### src/rtl/episode_tracker_pkg.sv
// Shared types for the episode tracker and the metacognition block that
// consumes its outputs: the tracker FSM state encoding and the strength ceiling.
package episode_tracker_pkg;

  typedef enum logic [1:0] {
    EMPTY  = 2'd0,
    PRIMED = 2'd1,
    TRACK  = 2'd2
  } state_e;

  localparam logic [3:0] STR_MAX = 4'd15;

  // Add an increment to a 4-bit strength, clamping at STR_MAX.
  function automatic logic [3:0] str_add_sat(input logic [3:0] s, input logic [3:0] inc);
    logic [4:0] sum;
    sum = {1'b0, s} + {1'b0, inc};
    if (sum > {1'b0, STR_MAX}) begin
      return STR_MAX;
    end else begin
      return sum[3:0];
    end
  endfunction

endpackage

### src/rtl/episode_tracker_if.sv
// Episode-side bus: the pattern encoder drives patterns and theta ticks in,
// the tracker drives the stability score and mismatch pulse out.
interface episode_if #(
  parameter int PAT_W = 16
);
  logic             theta_tick;
  logic             pattern_valid;
  logic [PAT_W-1:0] pattern;
  logic [3:0]       ep_strength;
  logic             ep_valid;
  logic             input_mismatch;
  logic [PAT_W-1:0] ep_pattern;

  modport master (
    output theta_tick, pattern_valid, pattern,
    input  ep_strength, ep_valid, input_mismatch, ep_pattern
  );

  modport slave (
    input  theta_tick, pattern_valid, pattern,
    output ep_strength, ep_valid, input_mismatch, ep_pattern
  );
endinterface

### src/rtl/episode_tracker_popcount.sv
// Generic population count: number of set bits in vec_i.
module popcount #(
  parameter int W = 16
) (
  input  logic [W-1:0]           vec_i,
  output logic [$clog2(W+1)-1:0] cnt_o
);
  localparam int CW = $clog2(W + 1);

  // Sum every bit; synthesis balances the chain into an adder tree.
  always_comb begin
    cnt_o = '0;
    for (int i = 0; i < W; i++) begin
      cnt_o = cnt_o + CW'(vec_i[i]);
    end
  end
endmodule

### src/rtl/episode_tracker.sv
// Episode tracker: captures a stored episode pattern, counts near/far gamma
// patterns per theta window and turns the window verdict into a stability score.
// A stored episode that keeps losing is replaced by the last far pattern seen.
module episode_tracker
  import episode_tracker_pkg::*;
#(
  parameter int PAT_W         = 16,
  parameter int MATCH_DIST    = 2,
  parameter int MISMATCH_DIST = 6,
  parameter int STEP_UP       = 2,
  parameter int STEP_DOWN     = 1,
  parameter int INIT_STR      = 1,
  parameter int CNT_W         = 6
) (
  input  logic       clk,
  input  logic       rst_n,
  episode_if.slave   ep_if,
  output state_e     state_o
);
  localparam int DIST_W = $clog2(PAT_W + 1);

  state_e           state_q, state_d;
  logic [PAT_W-1:0] ep_pattern_q, ep_pattern_d;
  logic [3:0]       strength_q, strength_d;
  logic             valid_q, valid_d;
  logic             mismatch_q, mismatch_d;
  logic [CNT_W-1:0] match_cnt_q, match_cnt_d;
  logic [CNT_W-1:0] miss_cnt_q, miss_cnt_d;
  logic [PAT_W-1:0] last_miss_q, last_miss_d;

  logic [DIST_W-1:0] dist_s;
  logic              is_match_s;
  logic              is_miss_s;
  logic [CNT_W-1:0]  match_base_s;
  logic [CNT_W-1:0]  miss_base_s;

  // Saturating increment for the per-window counters.
  function automatic logic [CNT_W-1:0] cnt_inc(input logic [CNT_W-1:0] c);
    if (c == {CNT_W{1'b1}}) begin
      return c;
    end else begin
      return c + CNT_W'(1);
    end
  endfunction

  // Distance is always taken against the episode as it stands before this edge.
  popcount #(.W(PAT_W)) u_popcount (
    .vec_i (ep_if.pattern ^ ep_pattern_q),
    .cnt_o (dist_s)
  );

  assign is_match_s = (dist_s <= DIST_W'(MATCH_DIST));
  assign is_miss_s  = (dist_s >= DIST_W'(MISMATCH_DIST));

  // Next-state: capture, per-pattern counting and theta-window evaluation.
  always_comb begin
    state_d      = state_q;
    ep_pattern_d = ep_pattern_q;
    strength_d   = strength_q;
    valid_d      = valid_q;
    mismatch_d   = 1'b0;
    match_cnt_d  = match_cnt_q;
    miss_cnt_d   = miss_cnt_q;
    last_miss_d  = last_miss_q;
    match_base_s = match_cnt_q;
    miss_base_s  = miss_cnt_q;

    case (state_q)
      EMPTY: begin
        if (ep_if.pattern_valid) begin
          ep_pattern_d = ep_if.pattern;
          strength_d   = 4'(INIT_STR);
          state_d      = PRIMED;
        end else begin
          state_d = EMPTY;
        end
      end

      PRIMED, TRACK: begin
        if (ep_if.theta_tick) begin
          // Judge the closing window on its own counts; a sample arriving
          // on the same edge lands in the fresh window.
          match_base_s = '0;
          miss_base_s  = '0;
          if ((match_cnt_q == '0) && (miss_cnt_q == '0)) begin
            strength_d = strength_q;
          end else if (match_cnt_q >= miss_cnt_q) begin
            strength_d = str_add_sat(strength_q, 4'(STEP_UP));
          end else if (strength_q > 4'(STEP_DOWN)) begin
            strength_d = strength_q - 4'(STEP_DOWN);
          end else begin
            ep_pattern_d = last_miss_q;
            strength_d   = 4'(INIT_STR);
          end
          valid_d = 1'b1;
          state_d = TRACK;
        end else begin
          match_base_s = match_cnt_q;
          miss_base_s  = miss_cnt_q;
        end

        match_cnt_d = match_base_s;
        miss_cnt_d  = miss_base_s;

        if (ep_if.pattern_valid) begin
          if (is_match_s) begin
            match_cnt_d = cnt_inc(match_base_s);
          end else if (is_miss_s) begin
            miss_cnt_d  = cnt_inc(miss_base_s);
            last_miss_d = ep_if.pattern;
            mismatch_d  = 1'b1;
          end else begin
            match_cnt_d = match_base_s;
            miss_cnt_d  = miss_base_s;
          end
        end else begin
          mismatch_d = 1'b0;
        end
      end

      default: begin
        state_d = EMPTY;
      end
    endcase
  end

  // State and output registers; reset discards any partially counted window.
  always_ff @(posedge clk or negedge rst_n) begin
    if (!rst_n) begin
      state_q      <= EMPTY;
      ep_pattern_q <= '0;
      strength_q   <= 4'd0;
      valid_q      <= 1'b0;
      mismatch_q   <= 1'b0;
      match_cnt_q  <= '0;
      miss_cnt_q   <= '0;
      last_miss_q  <= '0;
    end else begin
      state_q      <= state_d;
      ep_pattern_q <= ep_pattern_d;
      strength_q   <= strength_d;
      valid_q      <= valid_d;
      mismatch_q   <= mismatch_d;
      match_cnt_q  <= match_cnt_d;
      miss_cnt_q   <= miss_cnt_d;
      last_miss_q  <= last_miss_d;
    end
  end

  assign ep_if.ep_strength    = strength_q;
  assign ep_if.ep_valid       = valid_q;
  assign ep_if.input_mismatch = mismatch_q;
  assign ep_if.ep_pattern     = ep_pattern_q;
  assign state_o              = state_q;

endmodule

### src/flat_wrapper.sv
// flat-port wrapper written by rule: the top's interface ports become plain ports
module episode_tracker_flat import episode_tracker_pkg::*;
#(
  parameter int PAT_W         = 16,
  parameter int MATCH_DIST    = 2,
  parameter int MISMATCH_DIST = 6,
  parameter int STEP_UP       = 2,
  parameter int STEP_DOWN     = 1,
  parameter int INIT_STR      = 1,
  parameter int CNT_W         = 6
)
  (clk, rst_n, state_o, ep_if_theta_tick, ep_if_pattern_valid, ep_if_pattern, ep_if_ep_strength, ep_if_ep_valid, ep_if_input_mismatch, ep_if_ep_pattern);
  episode_if #(.PAT_W(PAT_W)) ep_if_i ();
  input  logic clk;
  input  logic rst_n;
  output state_e state_o;
  input wire logic [$bits(ep_if_i.theta_tick)-1:0] ep_if_theta_tick;
  input wire logic [$bits(ep_if_i.pattern_valid)-1:0] ep_if_pattern_valid;
  input wire logic [$bits(ep_if_i.pattern)-1:0] ep_if_pattern;
  output wire logic [$bits(ep_if_i.ep_strength)-1:0] ep_if_ep_strength;
  output wire logic [$bits(ep_if_i.ep_valid)-1:0] ep_if_ep_valid;
  output wire logic [$bits(ep_if_i.input_mismatch)-1:0] ep_if_input_mismatch;
  output wire logic [$bits(ep_if_i.ep_pattern)-1:0] ep_if_ep_pattern;
  assign ep_if_i.theta_tick = ep_if_theta_tick;
  assign ep_if_i.pattern_valid = ep_if_pattern_valid;
  assign ep_if_i.pattern = ep_if_pattern;
  assign ep_if_ep_strength = ep_if_i.ep_strength;
  assign ep_if_ep_valid = ep_if_i.ep_valid;
  assign ep_if_input_mismatch = ep_if_i.input_mismatch;
  assign ep_if_ep_pattern = ep_if_i.ep_pattern;
  episode_tracker #(.PAT_W(PAT_W), .MATCH_DIST(MATCH_DIST), .MISMATCH_DIST(MISMATCH_DIST), .STEP_UP(STEP_UP), .STEP_DOWN(STEP_DOWN), .INIT_STR(INIT_STR), .CNT_W(CNT_W)) u_core (.clk(clk), .rst_n(rst_n), .ep_if(ep_if_i), .state_o(state_o));
endmodule
### config.mk
export PLATFORM = sky130hd
export DESIGN_NAME = episode_tracker_flat
export DESIGN_NICKNAME = d
export VERILOG_FILES = /design/src/rtl/episode_tracker_pkg.sv /design/src/rtl/episode_tracker_if.sv /design/src/rtl/episode_tracker_popcount.sv /design/src/rtl/episode_tracker.sv /design/src/flat_wrapper.sv
export SDC_FILE = /design/constraint.sdc
export NUM_CORES = 1
export LEC_CHECK = 0
export ABC_CLOCK_PERIOD_IN_PS = 15300
export CAP_MARGIN = 20
export CORE_UTILIZATION = 60
export DETAILED_ROUTE_END_ITERATION = 8
export PLACE_DENSITY = 0.94
export SKIP_LAST_GASP = 1
export SLEW_MARGIN = 20
export SYNTH_ARGS = -nofsm -noshare
export SYNTH_HDL_FRONTEND = slang
export SYNTH_SLANG_ARGS = --single-unit
export TNS_END_PERCENT = 5
### constraint.sdc
create_clock -name clk -period 15.3 [get_ports clk]
set_clock_uncertainty 0.2 [all_clocks]
set_input_delay 4.59 -clock clk [delete_from_list [all_inputs] [get_ports clk]]
set_output_delay 4.59 -clock clk [all_outputs]
set_load 0.01 [all_outputs]
# Word level (Yosys, flattened, before mapping)
# Cells that the tools add are included.
[word_totals]
ff_bits = 52
inputBits = 20
output_inout_bits = 24
[classes]
reduce_logical = 10
order_cmp = 5
n_eq_ne = 9
add_sub_neg = 19
muxes = 31
n_bitwise = 2
[ops]
columns = ["op", "count"]
rows = [
  ["16-bit 2-to-1 mux", 5],
  ["6-bit 2-to-1 mux", 11],
  ["5-bit by 1-bit adder with 5-bit output", 11],
  ["16-bit one-hot mux with 2 select lines", 1],
  ["4-bit 2-to-1 mux", 6],
  ["16-bit bitwise XOR", 1],
  ["6-bit by 1-bit adder with 6-bit output (second input constant)", 2],
  ["6-bit equality test (second input constant)", 2],
  ["6-bit zero test", 2],
  ["2-bit inequality test (second input constant)", 5],
  ["4-bit one-hot mux with 2 select lines", 1],
  ["4-bit AND reduction", 2],
  ["6-bit greater-or-equal comparator", 1],
  ["6-bit AND reduction", 1],
  ["4-bit by 1-bit adder with 5-bit output", 1],
  ["4-bit by 2-bit adder with 5-bit output (second input constant)", 1],
  ["5-bit by 3-bit greater-or-equal comparator with 1-bit output (second input constant)", 1],
  ["5-bit by 4-bit greater-than comparator with 1-bit output (second input constant)", 1],
  ["5-bit by 2-bit less-or-equal comparator with 1-bit output (second input constant)", 1],
  ["1-bit 2-to-1 mux", 5],
  ["3-bit by 1-bit adder with 4-bit output", 1],
  ["4-bit by 1-bit greater-than comparator with 1-bit output (second input constant)", 1],
  ["2-bit one-hot mux with 2 select lines", 1],
  ["4-bit by 1-bit subtractor with 4-bit output (second input constant)", 1],
  ["other kinds (11)", 11],
]

# Longest topological paths before layout
# Gate-level depths: netlist of run 1.
[depth]
ltp_word = 21
depth_mapped = 16
mapped_depth_nobuf = 15

# Hierarchy
# Synthesis of run 1 repeated with hierarchy kept, for this count alone.
[unflattened]
cells_unflattened = 423
area_unflattened_um2 = 3787.4
[by_module_without_submodules]
columns = ["mod", "area_per_inst_um2", "n_inst", "seq_area_each_um2", "cells_each"]
rows = [
  ["episode_tracker", 3379.5, 1, 1301.2, 376],
  ["popcount", 407.9, 1, 0.0, 47],
]

# Worst setup path before layout of run 1
# No wires, ideal clock.
[synth_path]
path_type = "input -> register"
startpoint = "in ep_if_pattern[0]"
endpoint = "reg u_core.match_cnt_q[0]"
t_arrival_ps = 8844
slack_ps = 6178
setup_time_ps = 77
t_required_ps = 15023
n_path_buf = 0
path_stages = 15
cell_sequence = "xnor2_1 fa_1 inv_1 fa_1 fa_1 inv_1 fa_1 inv_1 ha_1 fa_1 a211o_1 a211oi_2 and3_1 mux2_2 a21oi_1"
[synth_via]
elab_chain_cells = 19
[synth_lines]
columns = ["element", "line_no", "source"]
rows = [
  ["start, declared", "flat_wrapper.sv:19", "input wire logic [$bits(ep_if_i.pattern)-1:0] ep_if_pattern;"],
  ["16-bit bitwise XOR", "episode_tracker.sv:48", ".vec_i (ep_if.pattern ^ ep_pattern_q),"],
  ["1-bit by 1-bit adder with 2-bit output", "episode_tracker_popcount.sv:14", "cnt_o = cnt_o + CW'(vec_i[i]);"],
  ["2-bit by 1-bit adder with 3-bit output", "episode_tracker_popcount.sv:14", ""],
  ["3-bit by 1-bit adder with 4-bit output", "episode_tracker_popcount.sv:14", ""],
  ["4-bit by 1-bit adder with 5-bit output", "episode_tracker_popcount.sv:14", ""],
  ["5-bit by 1-bit adder with 5-bit output (11 in series)", "episode_tracker_popcount.sv:14", ""],
  ["5-bit by 2-bit less-or-equal comparator with 1-bit output", "episode_tracker.sv:52", "assign is_match_s = (dist_s <= DIST_W'(MATCH_DIST));"],
  ["6-bit 2-to-1 mux", "episode_tracker.sv:106", "if (is_match_s) begin"],
  ["6-bit 2-to-1 mux", "episode_tracker.sv:105", "if (ep_if.pattern_valid) begin"],
  ["end signal, assigned", "episode_tracker.sv:144", "match_cnt_q <= match_cnt_d;"],
  ["end, declared", "episode_tracker.sv:27", "logic [CNT_W-1:0] match_cnt_q, match_cnt_d;"],
]
# Every way passes these cells.
# A chain may end at the register's enable or synchronous reset.

# Worst setup path in the final report of run 1
[layout_path]
startpoint = "in ep_if_pattern[0]"
endpoint = "reg u_core.miss_cnt_q[5]"
[layout_via]
elab_chain_cells = 20
word_cells_on_any_way = 21
classes_between = "add/sub: 15; order compare: 2; mux: 3; bitwise: 1"
[layout_lines]
columns = ["element", "line_no", "source"]
rows = [
  ["16-bit bitwise XOR (*)", "episode_tracker.sv:48", ""],
  ["1-bit by 1-bit adder with 2-bit output (*)", "episode_tracker_popcount.sv:14", ""],
  ["2-bit by 1-bit adder with 3-bit output (*)", "episode_tracker_popcount.sv:14", ""],
  ["3-bit by 1-bit adder with 4-bit output (*)", "episode_tracker_popcount.sv:14", ""],
  ["4-bit by 1-bit adder with 5-bit output (*)", "episode_tracker_popcount.sv:14", ""],
  ["5-bit by 1-bit adder with 5-bit output (*) (11 in series)", "episode_tracker_popcount.sv:14", ""],
  ["5-bit by 3-bit greater-or-equal comparator with 1-bit output", "episode_tracker.sv:53", "assign is_miss_s = (dist_s >= DIST_W'(MISMATCH_DIST));"],
  ["6-bit 2-to-1 mux", "episode_tracker.sv:108", "end else if (is_miss_s) begin"],
  ["6-bit 2-to-1 mux (*)", "episode_tracker.sv:106", ""],
  ["6-bit 2-to-1 mux (*)", "episode_tracker.sv:105", ""],
  ["end signal, assigned", "episode_tracker.sv:145", "miss_cnt_q <= miss_cnt_d;"],
  ["end, declared", "episode_tracker.sv:28", "logic [CNT_W-1:0] miss_cnt_q, miss_cnt_d;"],
]
# Mark *: on every way between the ends. The rest lies on a longest branch, timed or not.

==> flow_results.xml, run 1 <==
<?xml version="1.0" encoding="UTF-8"?>
<metrics>
  <group name="clock_tree">
    <metric name="cts_made_buffers" unit="">5</metric>
    <metric name="max-clock-path-buffers" unit="">2</metric>
    <metric name="post-cts-setup-buffers" unit="">0</metric>
    <metric name="cts_tree" unit="">yes</metric>
    <metric name="ctsRootBufferMaster" unit="">clkbuf_8</metric>
    <metric name="clock_tree.htree_level_count" unit="">2</metric>
    <metric name="cts_resized" unit="">0</metric>
    <metric name="path_clk_slew" unit="ns">0.10</metric>
    <metric name="hold_buffers" unit="">0</metric>
    <metric name="clk-insertion-delay-late" unit="ns">0.32</metric>
    <metric name="clock_sink_total" unit="">52</metric>
  </group>
  <group name="layout">
    <metric name="antenna_cells_inserted" unit="">0</metric>
    <metric name="number_of_nets_in_the_final_layout" unit="">406</metric>
    <metric name="final_cell_mix" unit="">dfrtp_1 (52), mux2_2 (49), clkdlybuf4s50_1 (42), inv_1 (26), ha_1 (21)</metric>
    <metric name="area_delta_synth_final" unit="%">17.1</metric>
    <metric name="layout.cells.most_common" unit="">dfrtp_1</metric>
    <metric name="post_route_core_utilization" unit="">0.727</metric>
    <metric name="layout-drive-gt1-share" unit="">0.183</metric>
    <metric name="fillers" unit="">390</metric>
  </group>
  <group name="outcome">
    <metric name="status" unit="">completed</metric>
  </group>
  <group name="logic_synthesis">
    <metric name="synth-async-reset-ratio" unit="">1.00</metric>
    <metric name="post-synth-top-area-fraction" unit="">0.381</metric>
    <metric name="synth.net_count" unit="">362</metric>
    <metric name="post_synth_main_area_contributors" unit="">dfrtp_1 (38%), mux2_2 (16%), ha_1 (7.7%), fa_1 (5.9%), inv_1 (2.9%)</metric>
    <metric name="synth_compound_area_frac" unit="">0.126</metric>
    <metric name="synth_cell_types" unit="">53</metric>
    <metric name="synth.avg_cell_area" unit="um2">11.0</metric>
    <metric name="synth_fa_ha_area_frac" unit="">0.135</metric>
    <metric name="synth-seq-area-share" unit="">0.381</metric>
    <metric name="synth_enable_flop_cells" unit="">0</metric>
    <metric name="post_synthesis_cells" unit="">311</metric>
    <metric name="synth.largest_area_cell" unit="">dfrtp_1</metric>
    <metric name="synth-simple-area-share" unit="">0.107</metric>
    <metric name="synth_area" unit="um2">3420</metric>
    <metric name="synth.area.mux_share" unit="">0.164</metric>
    <metric name="postSynth.topFlopCell" unit="">dfrtp_1</metric>
    <metric name="synth_seq_cells" unit="">52</metric>
    <metric name="synth-xor-area-share" unit="">0.0457</metric>
    <metric name="yosysWarningCount" unit="">0</metric>
    <metric name="synth_top_family_by_area" unit="">multiplexers</metric>
  </group>
  <group name="critical_path">
    <metric name="timing.setup.critical_path_class" unit="">input port to flop</metric>
    <metric name="crit-reg2reg-launch" unit="">u_core.ep_if.ep_pattern[0]$_DFFE_PN0P_</metric>
    <metric name="crit_required" unit="ns">15.31</metric>
    <metric name="end_kind" unit="">flop</metric>
    <metric name="rr_endpoint" unit="">u_core.miss_cnt_q[5]$_DFFE_PN0N_</metric>
    <metric name="timing.critical_path.from_type" unit="">input port</metric>
    <metric name="timing.reg2reg.setup_slack" unit="ns">9.76</metric>
    <metric name="worst-endpoint-arrival" unit="ns">9.88</metric>
    <metric name="r2r.worst_path.cells" unit="">15</metric>
    <metric name="largest_fanout_on_the_critical_path" unit="">23</metric>
  </group>
  <group name="placed_design">
    <metric name="routability_congestion_estimate" unit="">0.875</metric>
    <metric name="post-dp-hpwl" unit="mm">4.99</metric>
    <metric name="io_buffer_count" unit="">43</metric>
  </group>
  <group name="route">
    <metric name="routed_wire_length_per_instance" unit="um">16.2</metric>
    <metric name="avgViaCountPerCell" unit="">6.02</metric>
    <metric name="routed_wirelength" unit="mm">6.91</metric>
    <metric name="initialDrtViolationCount" unit="">185</metric>
    <metric name="via_count" unit="">2578</metric>
    <metric name="detail-route-antenna-nets" unit="">0</metric>
    <metric name="drc_errors" unit="">0</metric>
    <metric name="first_pass_iters" unit="">4</metric>
  </group>
  <group name="global_routing">
    <metric name="grt_max_degree" unit="">53</metric>
    <metric name="grt_antenna_before_repair" unit="">0</metric>
    <metric name="grt_overflow" unit="">0</metric>
    <metric name="grt_first_pass_wirelength" unit="mm">11.7</metric>
    <metric name="grt_util_all_layers" unit="">0.243</metric>
    <metric name="first_global_vias" unit="">2602</metric>
  </group>
  <group name="timing">
    <metric name="worst_pin_slew" unit="ns">0.915</metric>
    <metric name="finalCriticalPeriod" unit="ns">9.87</metric>
    <metric name="final_min_period_over_clock_period" unit="">0.645</metric>
    <metric name="hold-worst-slack" unit="ns">0.275</metric>
    <metric name="max_clock_freq" unit="MHz">101</metric>
    <metric name="rsz0062_at_grt" unit="">no</metric>
    <metric name="slew_headroom" unit="">0.390</metric>
    <metric name="drv_slew" unit="">0</metric>
    <metric name="timing.final.setup_violations" unit="">0</metric>
    <metric name="timing_hold_violations_final" unit="">0</metric>
    <metric name="fin_setup_tns" unit="ns">0</metric>
  </group>
  <group name="floorplan">
    <metric name="die_area" unit="um2">6010</metric>
    <metric name="die_w" unit="um">77.5</metric>
    <metric name="floorplan.rows" unit="">27</metric>
    <metric name="fp.coreArea" unit="um2">5510</metric>
    <metric name="initial_utilization" unit="">0.621</metric>
    <metric name="pin_count" unit="">44</metric>
    <metric name="die_ht" unit="um">77.5</metric>
  </group>
  <group name="hold_path">
    <metric name="whs_path_depth" unit="">1</metric>
    <metric name="worst_hold_startpoint" unit="">u_core.ep_if.ep_valid$_DFFE_PN0P_</metric>
    <metric name="hold_end" unit="">u_core.ep_if.ep_valid$_DFFE_PN0P_</metric>
    <metric name="hp-class" unit="">flop to flop</metric>
  </group>
  <group name="run">
    <metric name="max_cap_violations" unit="">0</metric>
  </group>
</metrics>
cell families after synthesis:
logic type                 Yosys count
and+or+nand+nor                     71
adders and majority gates           31
xor gates and xnor gates            17
buffers and inverters               34
DFF                                 52
muxes                               50
AOI/OAI and AO/OA                   56
synth_stat cells, types with 2 or more instances:
cell type and instances:
o21a_1 2, dfrtp_1 52, nand3_1 11, ha_1 21
nand2_1 11, a211o_1 2, o211ai_1 3, o21ai_0 8
or3_1 5, nor2_1 16, o311ai_0 2, inv_1 26
xnor2_1 5, or4_1 2, and3_1 5, a21o_1 3
a211oi_1 2, clkbuf_1 5, o32ai_1 3, nor2b_1 6
a32o_1 2, a21oi_1 12, buf_2 2, xor2_1 11
nand2b_1 4, o31a_1 2, mux2_2 49, fa_1 10
nor3_1 5
area by class of cell:
type | count | area, um2 | area share
Tap cell | 72 | 90.1 | 0.0225
Inverter | 26 | 97.6 | 0.0244
Timing Repair Buffer | 45 | 440 | 0.110
Multi-Input combinational cell | 225 | 1980 | 0.494
Clock inverter | 3 | 27.5 | 0.00687
Clock buffer | 5 | 68.8 | 0.0172
Sequential cell | 52 | 1300 | 0.325
flip-flops by register name, indices dropped and copies added (netlist names):
register and cells:
u_core.ep_if.input_mismatch 1, u_core.state_o 2, u_core.ep_if.ep_pattern 16, u_core.ep_if.ep_valid 1, u_core.last_miss_q 16, u_core.miss_cnt_q 6, u_core.match_cnt_q 6, u_core.ep_if.ep_strength 4
routing by layer:
layer	up-vias	wire length, um	global-route usage
met5	-	0	0
met4	0	60	0.0642
met3	9	382	0.0482
met2	95	3620	0.434
met1	1274	2850	0.299
li1	1200	-	-
through the flow:
step	instances	setup WS, ns	instance area, um2
final	428	5.43	4000
after global routing	428	5.19	4000
after CTS	428	5.44	4000
after detailed placement	420	5.11	3910
after global placement	420	5.25	3910
after floorplan	311	6.18	3420
critical path, cell delays in order:
cell and delay [ns]:
clkdlybuf4s50_1 0.51, xnor2_1 0.11, fa_1 0.54, inv_1 0.05
fa_1 0.50, fa_1 0.55, inv_1 0.05, fa_1 0.53
inv_1 0.05, ha_1 0.23, fa_1 0.43, xor2_2 0.21
a21oi_1 0.14, a211o_1 0.66, or3_1 0.49, a31o_1 0.22
how the worst max path moves through the flow:
stage                           from                           endpoint  cells after the start
global placement    ep_if_pattern[0]   u_core.miss_cnt_q[5]$_DFFE_PN0N_                     16
global route        ep_if_pattern[0]   u_core.miss_cnt_q[4]$_DFFE_PN0N_                     16
CTS                 ep_if_pattern[9]   u_core.miss_cnt_q[5]$_DFFE_PN0N_                     15
detailed placement  ep_if_pattern[9]   u_core.miss_cnt_q[5]$_DFFE_PN0N_                     15
floorplan           ep_if_pattern[0]  u_core.match_cnt_q[0]$_DFFE_PN0N_                     15
finish              ep_if_pattern[0]   u_core.miss_cnt_q[5]$_DFFE_PN0N_                     16
Power of run 1 is not shown: default switching activity piles up to over one toggle a cycle in this logic, so the estimate is an artifact.
==> inputs of run 2 (changes only) <==
--- a/config.mk
+++ b/config.mk
@@ -5,11 +5,11 @@
 export SDC_FILE = /design/constraint.sdc
 export NUM_CORES = 1
 export LEC_CHECK = 0
-export ABC_CLOCK_PERIOD_IN_PS = 15300
+export ABC_CLOCK_PERIOD_IN_PS = 8900
 export CAP_MARGIN = 20
-export CORE_UTILIZATION = 60
+export CORE_UTILIZATION = 50
 export DETAILED_ROUTE_END_ITERATION = 8
-export PLACE_DENSITY = 0.94
+export PLACE_DENSITY = 0.84
 export SKIP_LAST_GASP = 1
 export SLEW_MARGIN = 20
 export SYNTH_ARGS = -nofsm -noshare
==> constraint.sdc (replaced) <==
create_clock -name clk -period 8.9 [get_ports clk]
set_clock_uncertainty 0.2 [all_clocks]
set_input_delay 2.67 -clock clk [delete_from_list [all_inputs] [get_ports clk]]
set_output_delay 2.67 -clock clk [all_outputs]
set_load 0.01 [all_outputs]
==> run 2 against run 1 <==
Compared with the run above: global-route usage is 3.4 points lower; non-clock buffer count unchanged; first-iteration DRC count shrank 37%; worst setup slack worse by 4.5 ns; wire length grew 0.48%; design area is the same; critical path depth did not move; the flow now finishes with violations (design-rule violations); cell count increased by 1.2%.
==> flow_results.xml, run 2 (same netlist as run 1, synthesis figures left out) <==
<?xml version="1.0" encoding="UTF-8"?>
<metrics>
  <group name="outcome">
    <metric name="status" unit="">finished, violations left</metric>
    <metric name="failing_checks" unit="">design-rule violations</metric>
  </group>
  <group name="timing">
    <metric name="rsz0062_at_grt" unit="">no</metric>
    <metric name="max_clock_freq" unit="MHz">126</metric>
    <metric name="final_min_period_over_clock_period" unit="">0.895</metric>
    <metric name="slew_headroom" unit="">0.407</metric>
    <metric name="worst_pin_slew" unit="ns">0.890</metric>
    <metric name="drv_slew" unit="">0</metric>
    <metric name="finalCriticalPeriod" unit="ns">7.96</metric>
    <metric name="fin_setup_tns" unit="ns">0</metric>
    <metric name="timing_hold_violations_final" unit="">0</metric>
    <metric name="timing.final.setup_violations" unit="">0</metric>
  </group>
  <group name="layout">
    <metric name="fillers" unit="">539</metric>
    <metric name="layout-drive-gt1-share" unit="">0.183</metric>
    <metric name="area.sequential" unit="um2">1300</metric>
    <metric name="post_route_core_utilization" unit="">0.620</metric>
    <metric name="antenna_cells_inserted" unit="">0</metric>
    <metric name="number_of_nets_in_the_final_layout" unit="">406</metric>
    <metric name="layout.cells.most_common" unit="">dfrtp_1</metric>
    <metric name="area_delta_synth_final" unit="%">17.1</metric>
    <metric name="final_cell_mix" unit="">dfrtp_1 (52), mux2_2 (49), clkdlybuf4s50_1 (42), inv_1 (26), ha_1 (21)</metric>
    <metric name="multi_input_area" unit="um2">1980</metric>
  </group>
  <group name="global_routing">
    <metric name="grt_overflow" unit="">0</metric>
    <metric name="grt_util_all_layers" unit="">0.210</metric>
    <metric name="first_global_vias" unit="">2649</metric>
    <metric name="grt_antenna_before_repair" unit="">0</metric>
    <metric name="grt_max_degree" unit="">53</metric>
    <metric name="grt_first_pass_wirelength" unit="mm">12.1</metric>
  </group>
  <group name="route">
    <metric name="avgViaCountPerCell" unit="">5.84</metric>
    <metric name="first_pass_iters" unit="">6</metric>
    <metric name="detail-route-antenna-nets" unit="">0</metric>
    <metric name="via_count" unit="">2529</metric>
    <metric name="drc_errors" unit="">1</metric>
    <metric name="initialDrtViolationCount" unit="">117</metric>
    <metric name="routed_wirelength" unit="mm">6.95</metric>
    <metric name="routed_wire_length_per_instance" unit="um">16.0</metric>
  </group>
  <group name="floorplan">
    <metric name="die_w" unit="um">84.7</metric>
    <metric name="fp.coreArea" unit="um2">6460</metric>
    <metric name="die_ht" unit="um">84.7</metric>
    <metric name="die_area" unit="um2">7170</metric>
    <metric name="floorplan.rows" unit="">29</metric>
    <metric name="pin_count" unit="">44</metric>
    <metric name="initial_utilization" unit="">0.529</metric>
  </group>
  <group name="clock_tree">
    <metric name="ctsRootBufferMaster" unit="">clkbuf_8</metric>
    <metric name="max-clock-path-buffers" unit="">2</metric>
    <metric name="cts_made_buffers" unit="">5</metric>
    <metric name="clock_sink_total" unit="">52</metric>
    <metric name="clock_tree.htree_level_count" unit="">2</metric>
    <metric name="cts_tree" unit="">yes</metric>
    <metric name="post-cts-setup-buffers" unit="">0</metric>
    <metric name="hold_buffers" unit="">0</metric>
    <metric name="clk-insertion-delay-late" unit="ns">0.30</metric>
    <metric name="path_clk_slew" unit="ns">0.10</metric>
    <metric name="cts_resized" unit="">0</metric>
  </group>
  <group name="run">
    <metric name="max_cap_violations" unit="">0</metric>
  </group>
  <group name="critical_path">
    <metric name="largest_fanout_on_the_critical_path" unit="">23</metric>
    <metric name="end_kind" unit="">flop</metric>
    <metric name="timing.setup.critical_path_class" unit="">input port to flop</metric>
    <metric name="worst-endpoint-arrival" unit="ns">7.97</metric>
    <metric name="timing.critical_path.from_type" unit="">input port</metric>
    <metric name="crit_required" unit="ns">8.90</metric>
  </group>
  <group name="placed_design">
    <metric name="io_buffer_count" unit="">43</metric>
    <metric name="routability_congestion_estimate" unit="">0.865</metric>
    <metric name="post-dp-hpwl" unit="mm">5.06</metric>
  </group>
  <group name="hold_path">
    <metric name="hp-class" unit="">flop to flop</metric>
  </group>
</metrics>
-- run 2: cell counts in the layout (fill, tap and decap cells not counted) --
Identical to the previous run, type by type.
-- run 2: layer usage --
layer / up-vias / share of wire / global-route usage
met2: 67 / 0.50 / 0.354
met1: 1256 / 0.44 / 0.272
met3: 7 / 0.043 / 0.0334
met4: 0 / 0.0091 / 0.0786
li1: 1199 / - / -
met5: - / 0 / 0
-- run 2: final cells by class --
type                    count  area share
flip-flops and latches     52       0.325
multi-input cells         225       0.494
well taps                  77      0.0241
clock inverters             3     0.00531
repair buffers             45       0.110
clock buffers               5      0.0172
inverters                  26      0.0244
-- run 2: path summary, 6_finish.rpt --
kind	slack (ns)	endpoint	cells after the start	startpoint
worst min-delay path	0.28	u_core.ep_if.ep_valid$_DFFE_PN0P_	1	u_core.ep_if.ep_valid$_DFFE_PN0P_
max in group asynchronous	5.79	u_core.last_miss_q[4]$_DFFE_PN0P_	2	rst_n
worst min register to register	0.28	u_core.ep_if.ep_valid$_DFFE_PN0P_	1	u_core.ep_if.ep_valid$_DFFE_PN0P_
worst max register to register	3.36	u_core.miss_cnt_q[5]$_DFFE_PN0N_	15	u_core.ep_if.ep_pattern[0]$_DFFE_PN0P_
min in group asynchronous	2.27	u_core.match_cnt_q[2]$_DFFE_PN0N_	2	rst_n
worst max-delay path	0.94	u_core.miss_cnt_q[5]$_DFFE_PN0N_	16	ep_if_pattern[0]
-- run 2: worst max-delay path: stages --
cell and delay, ns:
clkdlybuf4s50_1 0.52, xnor2_1 0.11, fa_1 0.54, inv_1 0.05
fa_1 0.50, fa_1 0.54, inv_1 0.05, fa_1 0.54
inv_1 0.06, ha_1 0.24, fa_1 0.44, xor2_2 0.22
a21oi_1 0.12, a211o_1 0.65, or3_1 0.49, a31o_1 0.22
-- run 2: per-stage QoR --
step	cell area [um2]	cells	hold WS (ns)	setup slack [ns]
6_report	4000	433	0.278	0.938
5_1_grt	4000	433	0.283	0.707
4_1_cts	4000	433	0.280	0.920
3_5_place_dp	3910	425	0.252	0.554
3_3_place_gp	3910	425	0.253	0.763
2_1_floorplan	3420	311	0.274	1.70
Power of run 2 is left out for the same reason.
==> inputs of run 3 (changes only) <==
--- a/config.mk
+++ b/config.mk
@@ -9,6 +9,7 @@
 export CAP_MARGIN = 20
 export CORE_UTILIZATION = 50
 export DETAILED_ROUTE_END_ITERATION = 8
+export GPL_TIMING_DRIVEN = 0
 export PLACE_DENSITY = 0.84
 export SKIP_LAST_GASP = 1
 export SLEW_MARGIN = 20
==> run 3 against run 2 <==
Compared with the run above: the run still ends with design-rule violations left; global-route usage increased by 0.23 points; flip-flop and latch count unchanged; die area unchanged; core utilization increased by 0.46 points; via count increased by 0.51%; first-iteration DRC count increased by 50%; non-clock buffer count increased by 6; register-to-register slack improved by 0.28 ns; hold slack got worse by 0.0045 ns; cell count increased by 1.4%; largest cell class unchanged.
==> flow_results.xml, run 3 (same netlist as run 1, synthesis figures left out) <==
<?xml version="1.0" encoding="UTF-8"?>
<metrics>
  <group name="layout">
    <metric name="antenna_cells_inserted" unit="">0</metric>
    <metric name="number_of_nets_in_the_final_layout" unit="">412</metric>
    <metric name="post_route_core_utilization" unit="">0.625</metric>
    <metric name="final_cell_count_no_fill" unit="">439</metric>
    <metric name="layout-drive-gt1-share" unit="">0.182</metric>
    <metric name="area_delta_synth_final" unit="%">18.0</metric>
    <metric name="multi_input_area" unit="um2">1980</metric>
    <metric name="fillers" unit="">537</metric>
    <metric name="finalInstanceArea" unit="um2">4030</metric>
    <metric name="layout.cells.most_common" unit="">dfrtp_1</metric>
    <metric name="area.sequential" unit="um2">1300</metric>
    <metric name="final_cell_mix" unit="">dfrtp_1 (52), mux2_2 (49), clkdlybuf4s50_1 (42), inv_1 (26), ha_1 (21)</metric>
  </group>
  <group name="critical_path">
    <metric name="worst_path_dominant_cell_family" unit="">adder cells</metric>
    <metric name="timing.setup.critical_path_class" unit="">input port to flop</metric>
    <metric name="timing.critical_path.from_type" unit="">input port</metric>
    <metric name="end_kind" unit="">flop</metric>
    <metric name="crit-reg2reg-launch" unit="">u_core.ep_if.ep_pattern[0]$_DFFE_PN0P_</metric>
    <metric name="crit_slowest_cell" unit="">clkdlybuf4s50_1</metric>
    <metric name="critical_path.cell_chain" unit="">clkdlybuf4s50_1, xnor2_1, fa_1, inv_1, fa_1, fa_1, inv_1, fa_1, inv_1, ha_1, fa_1, a211o_1, a211oi_2, and3_1, mux2_2, a21oi_1</metric>
    <metric name="max_stage_delay" unit="ns">0.54</metric>
    <metric name="crit_required" unit="ns">8.95</metric>
    <metric name="crit_buf_inv" unit="">4</metric>
    <metric name="critical_path.startpoint" unit="">ep_if_pattern[1]</metric>
    <metric name="largest_fanout_on_the_critical_path" unit="">6</metric>
    <metric name="worst-endpoint-arrival" unit="ns">7.72</metric>
    <metric name="cpMostUsedCell" unit="">fa_1</metric>
  </group>
  <group name="timing">
    <metric name="worst_pin_slew" unit="ns">0.666</metric>
    <metric name="rsz0062_at_grt" unit="">no</metric>
    <metric name="timing_hold_violations_final" unit="">0</metric>
    <metric name="final_min_period_over_clock_period" unit="">0.862</metric>
    <metric name="max_clock_freq" unit="MHz">130</metric>
    <metric name="drv_slew" unit="">0</metric>
    <metric name="slew_headroom" unit="">0.556</metric>
    <metric name="timing.final.setup_violations" unit="">0</metric>
    <metric name="finalCriticalPeriod" unit="ns">7.67</metric>
    <metric name="fin_setup_tns" unit="ns">0</metric>
  </group>
  <group name="hold_path">
    <metric name="worst_hold_startpoint" unit="">u_core.ep_if.ep_valid$_DFFE_PN0P_</metric>
    <metric name="hp-class" unit="">flop to flop</metric>
  </group>
  <group name="placed_design">
    <metric name="io_buffer_count" unit="">43</metric>
    <metric name="post-dp-hpwl" unit="mm">5.33</metric>
    <metric name="postPlaceCellArea" unit="um2">3940</metric>
    <metric name="routability_congestion_estimate" unit="">0.874</metric>
    <metric name="numPlacedInstances" unit="">431</metric>
  </group>
  <group name="clock_tree">
    <metric name="cts_resized" unit="">0</metric>
    <metric name="ctsRootBufferMaster" unit="">clkbuf_8</metric>
    <metric name="post-cts-setup-buffers" unit="">0</metric>
    <metric name="clock_sink_total" unit="">52</metric>
    <metric name="path_clk_slew" unit="ns">0.10</metric>
    <metric name="cts_tree" unit="">yes</metric>
    <metric name="clk-insertion-delay-late" unit="ns">0.31</metric>
    <metric name="max-clock-path-buffers" unit="">2</metric>
    <metric name="clock_tree.htree_level_count" unit="">2</metric>
    <metric name="hold_buffers" unit="">0</metric>
    <metric name="cts_made_buffers" unit="">5</metric>
  </group>
  <group name="run">
    <metric name="max_cap_violations" unit="">0</metric>
  </group>
  <group name="route">
    <metric name="via_count" unit="">2542</metric>
    <metric name="routed_wirelength" unit="mm">7.09</metric>
    <metric name="avgViaCountPerCell" unit="">5.79</metric>
    <metric name="initialDrtViolationCount" unit="">176</metric>
    <metric name="routed_wire_length_per_instance" unit="um">16.1</metric>
    <metric name="drc_errors" unit="">1</metric>
    <metric name="detail-route-antenna-nets" unit="">0</metric>
    <metric name="first_pass_iters" unit="">6</metric>
  </group>
  <group name="global_routing">
    <metric name="first_global_vias" unit="">2636</metric>
    <metric name="grt_max_degree" unit="">53</metric>
    <metric name="grt_util_all_layers" unit="">0.212</metric>
    <metric name="grt_first_pass_wirelength" unit="mm">12.1</metric>
    <metric name="grt_antenna_before_repair" unit="">0</metric>
    <metric name="grt_overflow" unit="">0</metric>
  </group>
  <group name="floorplan">
    <metric name="die_w" unit="um">84.7</metric>
    <metric name="die_ht" unit="um">84.7</metric>
    <metric name="floorplan.rows" unit="">29</metric>
    <metric name="fp.coreArea" unit="um2">6460</metric>
    <metric name="die_area" unit="um2">7170</metric>
    <metric name="initial_utilization" unit="">0.529</metric>
    <metric name="pin_count" unit="">44</metric>
  </group>
  <group name="outcome">
    <metric name="status" unit="">finished, violations left</metric>
    <metric name="failing_checks" unit="">design-rule violations</metric>
  </group>
</metrics>
[run 3: cell types whose count changed in the layout (fill, tap and decap cells not counted)]
cell      previous run  this run
buf_2                1         2
clkbuf_1             0         5
clkbuf_8             5         6
buf_4                2         1
[run 3: final timing paths]
kind	depth (start not counted)	endpoint	slack [ns]
worst max-delay path	16	u_core.match_cnt_q[0]$_DFFE_PN0N_	1.23
worst min-delay path	1	u_core.ep_if.ep_valid$_DFFE_PN0P_	0.27
worst max register to register	15	u_core.match_cnt_q[0]$_DFFE_PN0N_	3.64
worst min register to register	1	u_core.ep_if.ep_valid$_DFFE_PN0P_	0.27
max in group asynchronous	1	u_core.last_miss_q[1]$_DFFE_PN0P_	5.88
min in group asynchronous	1	u_core.match_cnt_q[2]$_DFFE_PN0N_	2.18
[run 3: stage by stage]
step           worst slack, ns  hold WS, ns
2_1_floorplan             1.70        0.274
3_3_place_gp             0.951        0.253
3_5_place_dp             0.887        0.260
4_1_cts                   1.22        0.282
5_1_grt                  0.951        0.326
6_report                  1.23        0.273
[run 3: layer usage]
metal	global-route usage	vias up	part of all wire
li1	-	1217	-
met1	0.263	1247	0.42
met2	0.371	67	0.51
met3	0.0433	11	0.048
met4	0.0678	0	0.015
met5	0	-	0
[run 3: area by class of cell]
| class | count | area share |
|---|---|---|
| multi-input cells | 225 | 0.490 |
| flip-flops and latches | 52 | 0.323 |
| repair buffers | 43 | 0.106 |
| inverters | 26 | 0.0242 |
| well taps | 77 | 0.0239 |
| clock buffers | 5 | 0.0171 |
| plain buffers | 8 | 0.0105 |
| clock inverters | 3 | 0.00527 |
Power of run 3 is left out for the same reason.
